==> config.mk <==
export PLATFORM = sky130hd
export DESIGN_NAME = frac_divider_core_flat
export DESIGN_NICKNAME = d
export VERILOG_FILES = /design/src/rtl/frac_divider_if.sv /design/src/rtl/frac_divider_core.sv /design/src/flat_wrapper.sv
export SDC_FILE = /design/constraint.sdc
export NUM_CORES = 1
export LEC_CHECK = 0
export CAP_MARGIN = 20
export CORE_AREA = 4 4 146 148
export DETAILED_ROUTE_END_ITERATION = 8
export DIE_AREA = 0 0 150 152
export PLACE_DENSITY = 0.66
export RECOVER_POWER = 25
export SYNTH_ARGS = -nofsm -noshare
export SYNTH_HDL_FRONTEND = slang
export SYNTH_SLANG_ARGS = --single-unit
==> constraint.sdc <==
create_clock -name clk -period 4.86 [get_ports clk]
set_input_delay 0.729 -clock clk [delete_from_list [all_inputs] [get_ports clk]]
set_output_delay 0.729 -clock clk [all_outputs]
set_load 0.005 [all_outputs]
==> src/rtl/frac_divider_if.sv <==
// -----------------------------------------------------------------------------
// frac_divider_if
// Handshake and data bundle between a requester and frac_divider_core.
//
// Signals
//   start  requester -> divider  one-cycle pulse, a/b sampled on this edge only
//   a      requester -> divider  dividend fraction 0.a (ni bits)
//   b      requester -> divider  divisor fraction 0.b (ni bits)
//   q      divider -> requester  quotient, q[no] integer bit, q[no-1:0] fraction
//   busy   divider -> requester  high while a division is iterating
//   done   divider -> requester  one-cycle pulse when q takes a new result
//
// Modports
//   master  requester side (drives start/a/b)
//   slave   divider side (drives q/busy/done)
// -----------------------------------------------------------------------------
interface frac_divider_if #(
    parameter int ni = 32,
    parameter int no = 40
);
    logic          start;
    logic [ni-1:0] a;
    logic [ni-1:0] b;
    logic [no:0]   q;
    logic          busy;
    logic          done;

    modport master (
        output start,
        output a,
        output b,
        input  q,
        input  busy,
        input  done
    );

    modport slave (
        input  start,
        input  a,
        input  b,
        output q,
        output busy,
        output done
    );
endinterface

==> src/rtl/frac_divider_core.sv <==
// -----------------------------------------------------------------------------
// frac_divider_core
// Sequential restoring divider for normalized unsigned binary fractions.
// Computes q = floor(a * 2^no / b), one quotient bit per clock, MSB (integer
// bit) first. The result register only changes when a division completes.
//
// Ports
//   clk   in   rising-edge clock
//   rst   in   synchronous active-high reset (wins over start, aborts any op)
//   bus   slave modport of frac_divider_if:
//           start/a/b in, q/busy/done out (all outputs registered)
//
// Parameters
//   ni  operand width (a[ni-1] has weight 2^-1)
//   no  number of quotient fraction bits
// -----------------------------------------------------------------------------
module frac_divider_core #(
    parameter int ni = 32,
    parameter int no = 40
) (
    input  logic           clk,
    input  logic           rst,
    frac_divider_if.slave  bus
);

    // Enough counter bits to hold no (no+1 steps counted down to zero).
    localparam int CW = $clog2(no + 1);

    localparam logic [0:0] IDLE = 1'b0;
    localparam logic [0:0] RUN  = 1'b1;

    logic [0:0]    state_q, state_d;
    logic [CW-1:0] cnt_q,   cnt_d;
    logic [ni:0]   rem_q,   rem_d;
    logic [ni-1:0] div_q,   div_d;
    logic [no-1:0] work_q,  work_d;
    logic [no:0]   result_q, result_d;
    logic          busy_q,  busy_d;
    logic          done_q,  done_d;

    logic          qbit_s;
    logic [ni:0]   rem_next_s;

    // One restoring step: trial-subtract the divisor, keep the difference only
    // when it does not go negative, then shift for the next quotient bit.
    // The shift drops the top bit; for normalized operands R < 2B keeps it zero,
    // and for out-of-range operands the wrap is the documented truncation.
    always_comb begin
        qbit_s     = 1'b0;
        rem_next_s = rem_q;
        if (rem_q >= {1'b0, div_q}) begin
            qbit_s     = 1'b1;
            rem_next_s = (rem_q - {1'b0, div_q}) << 1;
        end else begin
            qbit_s     = 1'b0;
            rem_next_s = rem_q << 1;
        end
    end

    // Next-state logic: start (re)loads the operands and always takes priority
    // over an in-flight division, so an aborted op never raises done.
    always_comb begin
        state_d  = state_q;
        cnt_d    = cnt_q;
        rem_d    = rem_q;
        div_d    = div_q;
        work_d   = work_q;
        result_d = result_q;
        done_d   = 1'b0;
        if (bus.start) begin
            state_d = RUN;
            cnt_d   = CW'(no);
            rem_d   = {1'b0, bus.a};
            div_d   = bus.b;
            work_d  = {no{1'b0}};
        end else begin
            case (state_q)
                IDLE: begin
                    state_d = IDLE;
                end
                RUN: begin
                    rem_d = rem_next_s;
                    if (cnt_q == {CW{1'b0}}) begin
                        // Final step: the working register holds the first no
                        // bits, this cycle's bit completes the quotient.
                        state_d  = IDLE;
                        result_d = {work_q, qbit_s};
                        done_d   = 1'b1;
                        work_d   = work_q;
                    end else begin
                        cnt_d  = cnt_q - CW'(1);
                        work_d = {work_q[no-2:0], qbit_s};
                    end
                end
                default: begin
                    state_d = IDLE;
                end
            endcase
        end
        busy_d = (state_d == RUN);
    end

    // State and datapath registers with synchronous reset.
    always_ff @(posedge clk) begin
        if (rst) begin
            state_q  <= IDLE;
            cnt_q    <= {CW{1'b0}};
            rem_q    <= {(ni + 1){1'b0}};
            div_q    <= {ni{1'b0}};
            work_q   <= {no{1'b0}};
            result_q <= {(no + 1){1'b0}};
            busy_q   <= 1'b0;
            done_q   <= 1'b0;
        end else begin
            state_q  <= state_d;
            cnt_q    <= cnt_d;
            rem_q    <= rem_d;
            div_q    <= div_d;
            work_q   <= work_d;
            result_q <= result_d;
            busy_q   <= busy_d;
            done_q   <= done_d;
        end
    end

    assign bus.q    = result_q;
    assign bus.busy = busy_q;
    assign bus.done = done_q;

endmodule

==> src/flat_wrapper.sv <==
// flat-port wrapper written by rule: the top's interface ports become plain ports
module frac_divider_core_flat 
#(
    parameter int ni = 32,
    parameter int no = 40
)
  (clk, rst, bus_start, bus_a, bus_b, bus_q, bus_busy, bus_done);
  frac_divider_if #(.ni(ni), .no(no)) bus_i ();
  input  logic clk;
  input  logic rst;
  input wire logic [$bits(bus_i.start)-1:0] bus_start;
  input wire logic [$bits(bus_i.a)-1:0] bus_a;
  input wire logic [$bits(bus_i.b)-1:0] bus_b;
  output wire logic [$bits(bus_i.q)-1:0] bus_q;
  output wire logic [$bits(bus_i.busy)-1:0] bus_busy;
  output wire logic [$bits(bus_i.done)-1:0] bus_done;
  assign bus_i.start = bus_start;
  assign bus_i.a = bus_a;
  assign bus_i.b = bus_b;
  assign bus_q = bus_i.q;
  assign bus_busy = bus_i.busy;
  assign bus_done = bus_i.done;
  frac_divider_core #(.ni(ni), .no(no)) u_core (.clk(clk), .rst(rst), .bus(bus_i));
endmodule
==> summary.md, run 1 <==
| Metric | Value |
|---|---|
| Largest family of logic cells by synthesized area | `compound AO/OA/AOI/OAI gates` |
| Failing checks | `capacitance limit, slew limit` |
| Slowest CP cell | `clkbuf_2` |
| RSZ-0062 raised after global routing | `no` |
| Fillers | `1995` |
| CP Class | `in -> reg` |
| Global route total overflow | `0` |
| Via/cell ratio | `5.18` |
| Synthesized area per cell | `7.84 um^2` |
| Vias in the first global route | `6928` |
| Layout Cells excl Fill | `1361` |
| Max FO, Critical Path | `76` |
| Crit path required time | `5.20 ns` |
| Clock skew | `0.00940 ns` |
| Adder-Cell Fraction of Synth Area | `5.67%` |
| Yosys warning total | `0` |
| Gpl congestion | `0.876` |
| Net count, final | `1179` |
| Total GRT Usage | `18.1%` |
| Leak | `3.71 nW` |
| Measured slew at the worst slew-check pin | `1.96 ns` |
| I/O Pins | `110` |
| Starting DRT DRC Count | `364` |
| Final HPWL DP | `14000 um` |
| Initial antenna violation count | `1` |
| Post-synthesis sequential element count | `154` |
| Max Transition Viols Final | `167` |
| Simple-gate area share of the yosys netlist | `19.7%` |
| Vias | `7046` |
| Hold/Removal Path Class | `reg -> reg` |
| Crit path time final | `3.47 ns` |
| Compound-cell area share of the yosys netlist | `22.4%` |
| CTS tree | `yes` |
| Post-CTS Setup Bufs | `0` |
| Predominant post-synthesis flop cell | `dfxtp_1` |
| Critical-path cell list | `clkbuf_2 > or2_2 > buf_4 > nor2_1 > nand2b_1 > o21ai_0` |
| Fin area | `9700 um^2` |
| Multi-input gate area | `4370 um^2` |
| First-pass GRT wire length | `34300 um` |
| Post-synth EDFFs | `0` |
| # hold bufs at CTS | `0` |
| Share of cells above drive strength 1 | `5.60%` |
| Drt total wl | `20600 um` |
| FF+latch area | `3080 um^2` |
| CTS sink cnt | `154` |
| Initial core utilization | `39.2%` |
| Placement Setup Slack | `1.55 ns` |
| Synth area leaders | `dfxtp_1, nand2_1, a21oi_1` |
| Synth async-reset ratio | `0%` |
| CP peak stage delay | `0.98 ns` |
| Final setup TNS | `0 ns` |
| Placed standard-cell area | `9120 um^2` |
| Residual DRC | `0` |
| Post-synthesis mux area share | `4.46%` |
| Crit share post-route | `71.4%` |
| Crit path arrival time | `3.81 ns` |
| Post-CTS Resized | `0` |
| Library cells used by synthesis | `65` |
| Max IR drop VDD | `220 uV` |
| Reg clk slew, reported paths | `0.07 ns` |
| Largest net degree at the start of global routing | `90` |
| Root Buffer | `clkbuf_16` |
| Synth-to-layout area growth | `23.4%` |
| Htree depth | `4` |
| Post-synth top area cell | `dfxtp_1` |
| Placed cells | `1327` |
| Core area | `20000 um^2` |
| CP Launch Type | `primary input` |
| Reg-to-Reg Start | `u_core.div_q[6]$_SDFFE_PP0P_` |
| Max Cap Viol | `2` |
| Die width | `150 um` |
| Syn Std Cell Area | `7860 um^2` |
| Crit. End Element | `flop` |
| Worst setup margin | `1.39 ns` |
| Final core utilization | `48.4%` |
| Hold path start | `u_core.bus.q[23]$_SDFFE_PP0P_` |
| Cts bufs inserted | `17` |
| Final hold vios | `0` |
| Routed Antenna Nets | `0` |
| Clock Latency Late Sink | `0.43 ns` |
| Wirelength per Cell | `15.1 um` |
| Worst Setup SP | `bus_start` |
| First-pass iteration count of the detailed router | `5` |
| Standard-cell rows | `52` |
| Die area | `22800 um^2` |
| Number of port buffers | `109` |
| Final-report setup violation count | `0` |
| DIE HEIGHT | `152 um` |
| Post-synthesis cell count | `1002` |
| Register area share after synthesis | `39.2%` |
| Fmax | `288 MHz` |
| Area fraction of the dominant cell type after synthesis | `39.2%` |
| Status | `complete, but fails checks` |
| Xor/xnor share of the synthesized area | `3.12%` |
| PwrDens | `358 nW/um^2` |
| Syn nets | `1104` |
| CTS max path bufs | `2` |
| Max-slew headroom | `-30.9%` |
-- where the power goes --
part           leakage (nW)  internal, mW  total [mW]  switching [mW]
clock network         0.267         0.676        1.27           0.595
registers              1.26          1.31        1.34          0.0328
logic                  2.19         0.353       0.861           0.507
-- registers in the layout, summed over array words and instances (netlist names) --
| signal | flops |
|---|---|
| u_core.bus.q | 41 |
| u_core.work_q | 40 |
| u_core.rem_q | 33 |
| u_core.div_q | 32 |
| u_core.cnt_q | 6 |
| u_core.bus.done | 1 |
| u_core.state_q | 1 |
-- cell usage after synthesis (3+ instances only) --
cell type / instances
nand2_1: 217
dfxtp_1: 154
a21oi_1: 110
nor2_1: 89
clkbuf_1: 48
inv_1: 44
o21ai_0: 43
mux2i_1: 35
ha_1: 34
o22ai_1: 21
a211oi_1: 17
xnor2_1: 16
nor3_1: 15
a21o_1: 12
xor2_1: 12
a31oi_1: 11
buf_2: 11
a22oi_1: 8
nand4_1: 8
nand2b_1: 7
o211a_1: 7
nor2b_1: 6
o211ai_1: 5
nand3_1: 4
o21a_1: 4
a211o_1: 3
a21boi_0: 3
and3_1: 3
buf_1: 3
o21bai_1: 3
o311a_1: 3
o31ai_1: 3
-- layout make-up --
class,instances,area share [%]
clock buffer,18,4.43
antenna,1,0.0258
multi-input combinational,740,45.1
tap,270,3.48
timing repair buffer,120,12.2
sequential,154,31.8
clock inverter,14,1.32
inverter,44,1.70
-- through the flow --
stage	hold slack (ns)	total power [mW]
2_1_floorplan	0.432	2.01
3_3_place_gp	0.445	2.21
3_5_place_dp	0.448	2.22
4_1_cts	0.458	3.50
5_1_grt	0.469	3.66
6_report	0.454	3.47
-- cells by family after synthesis --
group,count (synthesis)
flops,154
compound gates,276
simple gates,366
buf+inv,108
xor+xnor,28
mux,35
fa+ha+maj,35
-- critical path: cells and delay by family --
family | cells | cell delay [ns]
simple gates | 3 | 1.53
buf+inv | 2 | 1.27
compound gates | 1 | 0.23
-- path summary, 6_finish.rpt --
check | to | slack, ns | cells past startpoint
max | u_core.rem_q[28]$_SDFFE_PP0P_ | 1.39 | 6
min reg2reg | u_core.bus.q[23]$_SDFFE_PP0P_ | 0.45 | 2
max reg2reg | u_core.rem_q[2]$_SDFFE_PP0P_ | 1.48 | 11
min | u_core.bus.q[23]$_SDFFE_PP0P_ | 0.45 | 2
-- placed cells by master, fill, tap and decap left out, types with 4 or more instances in the layout --
cell type / count
nor2b_1: 6
xor2_1: 12
a21o_1: 12
buf_4: 9
ha_1: 34
o21ai_0: 43
clkdlybuf4s50_1: 91
a211oi_1: 17
clkbuf_16: 17
nor2_1: 89
a31oi_1: 10
nor3_1: 14
o211ai_1: 5
inv_8: 5
inv_1: 44
mux2i_1: 35
a22oi_1: 8
xnor2_1: 16
a21oi_1: 110
nand3_1: 4
o21a_1: 4
nand2b_1: 7
nand2_1: 217
o22ai_1: 21
dlygate4sd3_1: 16
dfxtp_1: 154
nand4_1: 8
o211a_1: 7
-- layer usage --
| layer | global-route usage (%) | share of wire [%] | up-vias |
|---|---|---|---|
| met3 | 4.68 | 5.9 | 26 |
| met5 | 0 | 0 | - |
| met4 | 5.36 | 1.5 | 0 |
| met1 | 24.0 | 46 | 3262 |
| met2 | 29.0 | 46 | 143 |
| li1 | - | - | 3615 |
(Power assumes the default switching activity.)
==> inputs of run 2 (changes only) <==
- PLACE_DENSITY: 0.66 -> 0.68
- clock period: 4.86 -> 3.1 ns (I/O delays scaled with it)
==> summary.md, run 2 (synthesized netlist as in run 1, its figures left out) <==
| Metric | Value |
|---|---|
| Share of cells above drive strength 1 | `5.86%` |
| Measured slew at the worst slew-check pin | `1.78 ns` |
| Starting DRT DRC Count | `399` |
| First-pass GRT wire length | `33900 um` |
| CTS max path bufs | `2` |
| Via/cell ratio | `5.24` |
| Reg clk slew, reported paths | `0.07 ns` |
| Fmax | `358 MHz` |
| DIE HEIGHT | `152 um` |
| Number of port buffers | `109` |
| Post-CTS Setup Bufs | `0` |
| Final setup TNS | `0 ns` |
| Failing checks | `capacitance limit, slew limit` |
| Max IR drop VDD | `365 uV` |
| Leak | `3.73 nW` |
| RSZ-0062 raised after global routing | `no` |
| Most common cell after layout, fill and taps aside | `nand2_1` |
| Largest register FFs | `41` |
| Crit. End Element | `flop` |
| Hold/Removal Path Class | `reg -> reg` |
| Max-slew headroom | `-18.6%` |
| Initial core utilization | `39.2%` |
| Layout Cells excl Fill | `1362` |
| Status | `complete, but fails checks` |
| Total power | `5.64 mW` |
| Post-CTS Resized | `0` |
| Max Cap Viol | `1` |
| Final hold vios | `0` |
| Clock Latency Late Sink | `0.44 ns` |
| CP Class | `reg -> reg` |
| Crit share post-route | `90.1%` |
| Clock skew | `0.0119 ns` |
| PwrDens | `576 nW/um^2` |
| Max FO, Critical Path | `31` |
| Die area | `22800 um^2` |
| Net count, final | `1181` |
| # hold bufs at CTS | `0` |
| I/O Pins | `110` |
| Initial antenna violation count | `1` |
| Final HPWL DP | `14100 um` |
| Crit path required time | `3.46 ns` |
| Gpl congestion | `0.938` |
| Root Buffer | `clkbuf_16` |
| Largest net degree at the start of global routing | `111` |
| Cts bufs inserted | `17` |
| Vias in the first global route | `6864` |
| Crit path time final | `2.79 ns` |
| Die width | `150 um` |
| Routed Antenna Nets | `0` |
| Residual DRC | `0` |
| Max Transition Viols Final | `40` |
| First-pass iteration count of the detailed router | `6` |
| Antenna Cells | `0` |
| Drt total wl | `20300 um` |
| Final-report setup violation count | `0` |
| Total GRT Usage | `17.8%` |
| Core area | `20000 um^2` |
| CTS tree | `yes` |
| Global route total overflow | `0` |
| Hold Slack | `0.451 ns` |
| Synth-to-layout area growth | `24.6%` |
| Htree depth | `4` |
| Crit path arrival time | `3.15 ns` |
| Most frequent cells in the layout | `nand2_1, dfxtp_1, a21oi_1` |
| Wirelength per Cell | `14.9 um` |
| Placed cells | `1330` |
| CTS sink cnt | `154` |
| Standard-cell rows | `52` |
| CP Launch Type | `flop` |
| Vias | `7143` |
-- run 2: cell count changes in the layout (fill, tap and decap cells not counted), sizes merged --
cell and change:
buf +3, clkbuf -2, clkdlybuf4s50 +9, clkinv +3, clkinvlp -3, diode -1
dlygate4sd3 -9, inv +1
-- run 2: path summary, 6_finish.rpt --
check,start,cells after the start,slack [ns],to
worst max-delay path,u_core.div_q[6]$_SDFFE_PP0P_,11,0.31,u_core.rem_q[9]$_SDFFE_PP0P_
worst min-delay path,u_core.work_q[39]$_SDFFE_PP0P_,2,0.45,u_core.bus.q[40]$_SDFFE_PP0P_
worst max register to register,u_core.div_q[6]$_SDFFE_PP0P_,11,0.31,u_core.rem_q[9]$_SDFFE_PP0P_
worst min register to register,u_core.work_q[39]$_SDFFE_PP0P_,2,0.45,u_core.bus.q[40]$_SDFFE_PP0P_
-- run 2: power breakdown --
| group | total [mW] | leakage, nW | switching [mW] | internal (mW) |
|---|---|---|---|---|
| combinational | 1.35 | 2.17 | 0.798 | 0.556 |
| sequential | 2.10 | 1.26 | 0.0513 | 2.05 |
| clock | 2.18 | 0.306 | 1.06 | 1.13 |
| total | 5.64 | 3.73 | 1.91 | 3.73 |
-- run 2: area by class of cell --
type,count,area (um^2)
Fill cell,2011,10200
Multi-Input combinational cell,740,4370
Sequential cell,154,3080
Inverter,44,165
Clock buffer,17,425
Tap cell,270,338
Clock inverter,15,211
Timing Repair Buffer,122,1200
-- run 2: routing by layer --
| metal | vias up | share of wire, % | global-route usage, % |
|---|---|---|---|
| met5 | - | 0.064 | 0 |
| met1 | 3318 | 47 | 24.2 |
| met4 | 2 | 2.6 | 7.15 |
| met2 | 173 | 45 | 27.4 |
| li1 | 3609 | - | - |
| met3 | 41 | 5.0 | 3.90 |
-- run 2: worst max-delay path, stage by stage (launching register included) --
cell and delay (ns):
dfxtp_1 0.33, inv_1 0.05, ha_1 0.38, a211oi_2 0.28, a21bo_2 0.26, o211ai_2 0.23, a31oi_4 0.16, a21oi_4 0.15
buf_4 0.33, mux2i_1 0.12, a211o_1 0.29, a21oi_1 0.13
-- run 2: through the flow --
| stage | utilization [%] | worst slack, ns | cell area, um^2 |
|---|---|---|---|
| finish | 48.9 | 0.305 | 9800 |
| global route | 48.9 | 0.0941 | 9800 |
| CTS | 48.9 | 0.314 | 9800 |
| detailed placement | 45.7 | 0.336 | 9170 |
| global placement | 45.7 | 0.398 | 9170 |
| floorplan | - | 0.690 | 7860 |
